File: config.mk
export PLATFORM = sky130hd
export DESIGN_NAME = dmem_responder_flat
export DESIGN_NICKNAME = d
export VERILOG_FILES = /design/src/rtl/dmem_responder_if.sv /design/src/rtl/dmem_responder.sv /design/src/flat_wrapper.sv
export SDC_FILE = /design/constraint.sdc
export NUM_CORES = 2
export LEC_CHECK = 0
export BUFFER_PORTS_ARGS = -buffer_cell sky130_fd_sc_hd__clkbuf_2
export CAP_MARGIN = 10
export CORE_MARGIN = 2
export CORE_UTILIZATION = 45
export CTS_CLUSTER_SIZE = 12
export DETAILED_ROUTE_END_ITERATION = 6
export PLACE_DENSITY_LB_ADDON = 0.2
export SLEW_MARGIN = 15
export SYNTH_ARGS = -nofsm -noshare
export SYNTH_HDL_FRONTEND = slang
export SYNTH_SLANG_ARGS = --single-unit
File: constraint.sdc
create_clock -name clock -period 2.04 [get_ports clock]
set_input_delay 0.408 -clock clock [delete_from_list [all_inputs] [get_ports clock]]
set_output_delay 0.408 -clock clock [all_outputs]
set_load 0.02 [all_outputs]
File: src/rtl/dmem_responder_if.sv
`default_nettype none
// +----------------------------------------------------------------------+
// | dmem_responder_if                                                    |
// | Request/response bundle between EX control and the data memory.     |
// | Revision: 1.0                                                        |
// +----------------------------------------------------------------------+
interface dmem_responder_if;
  logic       MemRead;
  logic       MemWrite;
  logic       MDRload;
  logic [7:0] addr;
  logic [7:0] wdata;
  logic [7:0] MDR;
  logic       ready;
  logic       stall;
  logic       conflict;

  modport master (
    output MemRead, MemWrite, MDRload, addr, wdata,
    input  MDR, ready, stall, conflict
  );

  modport slave (
    input  MemRead, MemWrite, MDRload, addr, wdata,
    output MDR, ready, stall, conflict
  );
endinterface
`default_nettype wire

File: src/rtl/dmem_responder.sv
`default_nettype none
// +----------------------------------------------------------------------+
// | dmem_responder                                                       |
// | 256x8 data memory with MDR capture, ready/conflict pulses and an     |
// | optional one-cycle wait state selected by DMEM_WAIT_STATE_EN.        |
// | Revision: 1.0                                                        |
// +----------------------------------------------------------------------+
module dmem_responder (
  input  wire logic       clock,
  input  wire logic       reset,
  dmem_responder_if.slave bus
);
  localparam logic [1:0] IDLE = 2'd0;
  localparam logic [1:0] WAIT = 2'd1;
  localparam logic [1:0] DONE = 2'd2;

  logic [1:0] r_state;
  logic [1:0] w_state_next;
  logic [7:0] r_mem [0:255];
  logic [7:0] r_mdr;
  logic       r_ready;
  logic       r_conflict;

  logic       w_accept;
  logic       w_req;
  logic       w_do_access;
  logic       w_is_write;
  logic       w_load;
  logic       w_conf;
  logic [7:0] w_addr;
  logic [7:0] w_wdata;

  // DONE samples requests exactly like IDLE; nothing is sampled in WAIT.
  assign w_accept = (r_state == IDLE) || (r_state == DONE);
  assign w_req    = bus.MemRead | bus.MemWrite;

`ifdef DMEM_WAIT_STATE_EN
  logic       r_op_write;
  logic       r_op_load;
  logic       r_op_conf;
  logic [7:0] r_op_addr;
  logic [7:0] r_op_wdata;

  always_ff @(posedge clock or posedge reset) begin
    if (reset) begin
      r_op_write <= 1'b0;
      r_op_load  <= 1'b0;
      r_op_conf  <= 1'b0;
      r_op_addr  <= 8'h00;
      r_op_wdata <= 8'h00;
    end else if (w_accept && w_req) begin
      r_op_write <= bus.MemWrite;
      r_op_load  <= bus.MemRead & ~bus.MemWrite & bus.MDRload;
      r_op_conf  <= bus.MemRead & bus.MemWrite;
      r_op_addr  <= bus.addr;
      r_op_wdata <= bus.wdata;
    end
  end

  assign w_do_access = (r_state == WAIT);
  assign w_is_write  = r_op_write;
  assign w_load      = r_op_load;
  assign w_conf      = r_op_conf;
  assign w_addr      = r_op_addr;
  assign w_wdata     = r_op_wdata;

  always_comb begin
    w_state_next = r_state;
    case (r_state)
      IDLE:    w_state_next = w_req ? WAIT : IDLE;
      WAIT:    w_state_next = DONE;
      DONE:    w_state_next = w_req ? WAIT : IDLE;
      default: w_state_next = IDLE;
    endcase
  end
`else
  // Access happens at the sampling edge; a write wins over a simultaneous read.
  assign w_do_access = w_accept & w_req;
  assign w_is_write  = bus.MemWrite;
  assign w_load      = bus.MemRead & ~bus.MemWrite & bus.MDRload;
  assign w_conf      = bus.MemRead & bus.MemWrite;
  assign w_addr      = bus.addr;
  assign w_wdata     = bus.wdata;

  always_comb begin
    w_state_next = r_state;
    case (r_state)
      IDLE:    w_state_next = w_req ? DONE : IDLE;
      DONE:    w_state_next = w_req ? DONE : IDLE;
      WAIT:    w_state_next = IDLE;
      default: w_state_next = IDLE;
    endcase
  end
`endif

  always_ff @(posedge clock or posedge reset) begin
    if (reset) begin
      r_state    <= IDLE;
      r_mdr      <= 8'h00;
      r_ready    <= 1'b0;
      r_conflict <= 1'b0;
    end else begin
      r_state    <= w_state_next;
      r_ready    <= w_do_access;
      r_conflict <= w_do_access & w_conf;
      if (w_do_access && w_load) begin
        r_mdr <= r_mem[w_addr];
      end
    end
  end

  // Array has no reset so its contents survive a reset.
  always_ff @(posedge clock) begin
    if (w_do_access && w_is_write) begin
      r_mem[w_addr] <= w_wdata;
    end
  end

  assign bus.MDR      = r_mdr;
  assign bus.ready    = r_ready;
  assign bus.stall    = (r_state == WAIT);
  assign bus.conflict = r_conflict;
endmodule
`default_nettype wire

File: src/flat_wrapper.sv
// flat-port wrapper written by rule: the top's interface ports become plain ports
module dmem_responder_flat 
  (clock, reset, bus_MemRead, bus_MemWrite, bus_MDRload, bus_addr, bus_wdata, bus_MDR, bus_ready, bus_stall, bus_conflict);
  dmem_responder_if bus_i ();
  input  wire logic clock;
  input  wire logic reset;
  input wire logic [$bits(bus_i.MemRead)-1:0] bus_MemRead;
  input wire logic [$bits(bus_i.MemWrite)-1:0] bus_MemWrite;
  input wire logic [$bits(bus_i.MDRload)-1:0] bus_MDRload;
  input wire logic [$bits(bus_i.addr)-1:0] bus_addr;
  input wire logic [$bits(bus_i.wdata)-1:0] bus_wdata;
  output wire logic [$bits(bus_i.MDR)-1:0] bus_MDR;
  output wire logic [$bits(bus_i.ready)-1:0] bus_ready;
  output wire logic [$bits(bus_i.stall)-1:0] bus_stall;
  output wire logic [$bits(bus_i.conflict)-1:0] bus_conflict;
  assign bus_i.MemRead = bus_MemRead;
  assign bus_i.MemWrite = bus_MemWrite;
  assign bus_i.MDRload = bus_MDRload;
  assign bus_i.addr = bus_addr;
  assign bus_i.wdata = bus_wdata;
  assign bus_MDR = bus_i.MDR;
  assign bus_ready = bus_i.ready;
  assign bus_stall = bus_i.stall;
  assign bus_conflict = bus_i.conflict;
  dmem_responder u_core (.clock(clock), .reset(reset), .bus(bus_i));
endmodule
==> impl_metrics.yaml <==
clock_network:
  cts_buffer_depth: 3
  clk_latency_ns: 0.87
  cts-root-buf: "clkbuf_16"
  clock_sinks: 2058
  tritoncts: "done"
  clkSlewWorstSetupHoldPaths_ns: 0.06
  cts_buffers: 208
  cts_htree_levels: 4
grt:
  grt_usage_pct: 24.4
  grt_overflow: 0
  grt_pass1_wl_um: 313000
  grt_pass1_vias: 42000
  grt_max_degree: 110
  antenna_found_initial: 6
synthesis:
  synth_top_area_cell: "edfxtp_1"
  synth_edf_count: 2048
  async_flop_share_pct: 0.486
  syn-num-nets: 3780
  synth_cells: 3759
  synth_cell_types: 58
  synthDominantCellAreaShare_pct: 76.5
  ys_ff_latch: 2058
  syn_area_per_cell_um2: 21.4
  syn_area_mm2: 0.0804
  ys_warn_count: 0
  synth_common_cells: "2,048 x edfxtp_1, 488 x mux4_2, 283 x nor2_1"
  yosysMostFrequentCell: "edfxtp_1"
  ys.flop_type: "edfxtp_1"
  synthTopCellsByArea: "edfxtp_1 77%, mux4_2 14%, mux2i_1 2.2%, nor2_1 1.3%, a22oi_1 0.61%"
  yosysSeqAreaShare_pct: 76.8
sta:
  fmax_mhz: 407
  rsz0062_at_grt: "yes"
  setup_ws_ns: -0.416
  hold_viol_final: 0
  fin_setup_tns_ns: -1.87
  setup_viol: 8
  tightest_slew_ns: 0.991
  period_minus_slack_ns: 2.46
  slew_viol_final: 0
  whs_ns: 0.0551
  skew_ns: 0.0692
  max_slew_margin_pct: 32.3
  min_period_over_period_pct: 120
floorplan:
  dieWidth_um: 427
  pin_count: 32
  die_h_um: 427
  initial_core_util_pct: 45.1
  design.core.area_mm2: 0.178
  die_area_mm2: 0.182
  rows: 155
routing:
  drt-wirelength-per-cell_um: 30.4
  drc: 0
  avgViaCountPerCell: 5.83
  ant_nets: 0
  drt-total-wl_um: 220000
  drt_iter0_drc: 4827
  num_vias: 42100
  dr.pass1.iters: 6
power_and_ir_drop:
  p_per_area_mw_per_mm2: 872
  power_mw: 87.7
  peakVddDrop_mv: 0.898
  leakage_nw: 32.9
place:
  dp_hpwl_um: 149000
  gp_congestion: 0.853
  placed_cells: 6855
  numPortBuffers: 30
finish:
  nFillCells: 13300
  finalNonFillerCells: 7216
  drive_gt1_share_pct: 41.4
  multi_input_area_mm2: 0.0188
  area_delta_synth_final_pct: 25.1
  seqCellArea_mm2: 0.0618
  fin_nets: 4734
hold_path:
  hold_depth: 1
  hold_path_end: "u_core.r_mem[191][5]$_DFFE_PP_"
  hold_path_class: "primary input to register"
  hp-start: "bus_wdata[5]"
outcome:
  violations: "negative setup slack"
  outcome: "finished, violations left"
critical_path:
  path_class: "register to register"
  crit_path_start_kind: "register"
  regToRegSetupSlack_ns: -0.42
  r2r-start: "u_core.r_mem[43][1]$_DFFE_PP_"
  worstPathRequired_ns: 2.77
  critPathMaxFanout: 1
  cp.arrival_ns: 3.18
  r2r_end: "u_core.bus.MDR[1]$_DFFE_PP0P_"
  crit_path_end_kind: "register"
  rr_worst_depth: 7
job:
  drv_cap: 0
## state kept, by name, summed over array words and instances (netlist names)
signal               flops
u_core.r_mem          2048
u_core.r_state           1
u_core.bus.MDR           8
u_core.bus.conflict      1
## timing repair
action / 4_1_cts / 5_1_grt
pin swaps: 24 / 12
gates resized for setup: 90 / 28
buffers inserted: 2 / 0
endpoints found under the setup margin: 14 / 17
endpoints found under the hold margin: 64 / 0
hold buffers: 5 / 0
## worst max-delay path, cell delays in order (launching register included)
cell	delay, ns
edfxtp_1	0.37
mux4_2	0.47
mux4_2	0.57
nor2b_4	0.17
a311oi_2	0.21
nand4_1	0.27
o21ai_1	0.18
o31ai_1	0.09
## how the worst max path moves through the flow
stage	to	startpoint	slack, ns	depth (start not counted)
after CTS	u_core.bus.MDR[1]$_DFFE_PP0P_	u_core.r_mem[43][1]$_DFFE_PP_	-0.39	7
after global routing	u_core.bus.MDR[1]$_DFFE_PP0P_	u_core.r_mem[41][1]$_DFFE_PP_	-0.45	7
after global placement	u_core.bus.MDR[4]$_DFFE_PP0P_	bus_addr[0]	-1.63	12
after floorplan	u_core.r_mem[236][0]$_DFFE_PP_	bus_addr[0]	-0.49	10
final	u_core.bus.MDR[1]$_DFFE_PP0P_	u_core.r_mem[43][1]$_DFFE_PP_	-0.42	7
after detailed placement	u_core.bus.MDR[4]$_DFFE_PP0P_	bus_addr[0]	-1.66	12
## power breakdown
| group | internal (mW) | total [mW] | switching (mW) | leakage, nW |
|---|---|---|---|---|
| Clock | 19.2 | 35.0 | 15.9 | 2.97 |
| Sequential | 46.6 | 46.7 | 0.0922 | 18.5 |
| Combinational | 2.53 | 5.95 | 3.41 | 11.5 |
| Total | 68.3 | 87.7 | 19.4 | 32.9 |
## stage by stage
stage	instance area (um2)	util [%]	worst slack, ns
finish	101000	56.5	-0.416
global route	101000	56.5	-0.452
CTS	100000	56.4	-0.388
detailed placement	93800	52.7	-1.66
global placement	93800	52.7	-1.63
floorplan	81800	-	-0.487
## cells in the final DEF, fill, tap and decap left out, types with 61 or more instances in the layout
| cell type | count |
|---|---|
| a22oi_1 | 61 |
| edfxtp_1 | 2048 |
| clkbuf_16 | 208 |
| mux2i_1 | 168 |
| buf_4 | 662 |
| nand2_1 | 105 |
| nor2_1 | 106 |
| nor2_4 | 116 |
| mux4_2 | 491 |
| buf_12 | 274 |
| clkbuf_1 | 66 |
| nor2_2 | 61 |
## routing by layer
layer,part of all wire (%),global-route usage (%),vias to the layer above
met5,0.0086,0,-
met4,2.8,7.07,2
met3,6.9,4.09,303
met2,48,38.9,1717
met1,42,35.0,22400
li1,-,-,17600
## layout make-up
class | count | share of cell area, %
flip-flops and latches | 2058 | 61.4
well taps | 2355 | 2.93
repair buffers | 975 | 10.8
clock inverters | 80 | 0.702
diodes | 4 | 0.00996
inverters | 4 | 0.0274
clock buffers | 274 | 5.42
multi-input cells | 1466 | 18.7
## kinds of logic after synthesis
| family | Yosys count | share of synthesized area (%) |
|---|---|---|
| muxes | 690 | 16.3 |
| DFF | 2058 | 76.8 |
| AOI/OAI and AO/OA | 253 | 2.28 |
| and+or+nand+nor | 522 | 2.75 |
| buffers and inverters | 235 | 1.81 |
| other | 1 | 0.00467 |
(Power assumes the default switching activity.)
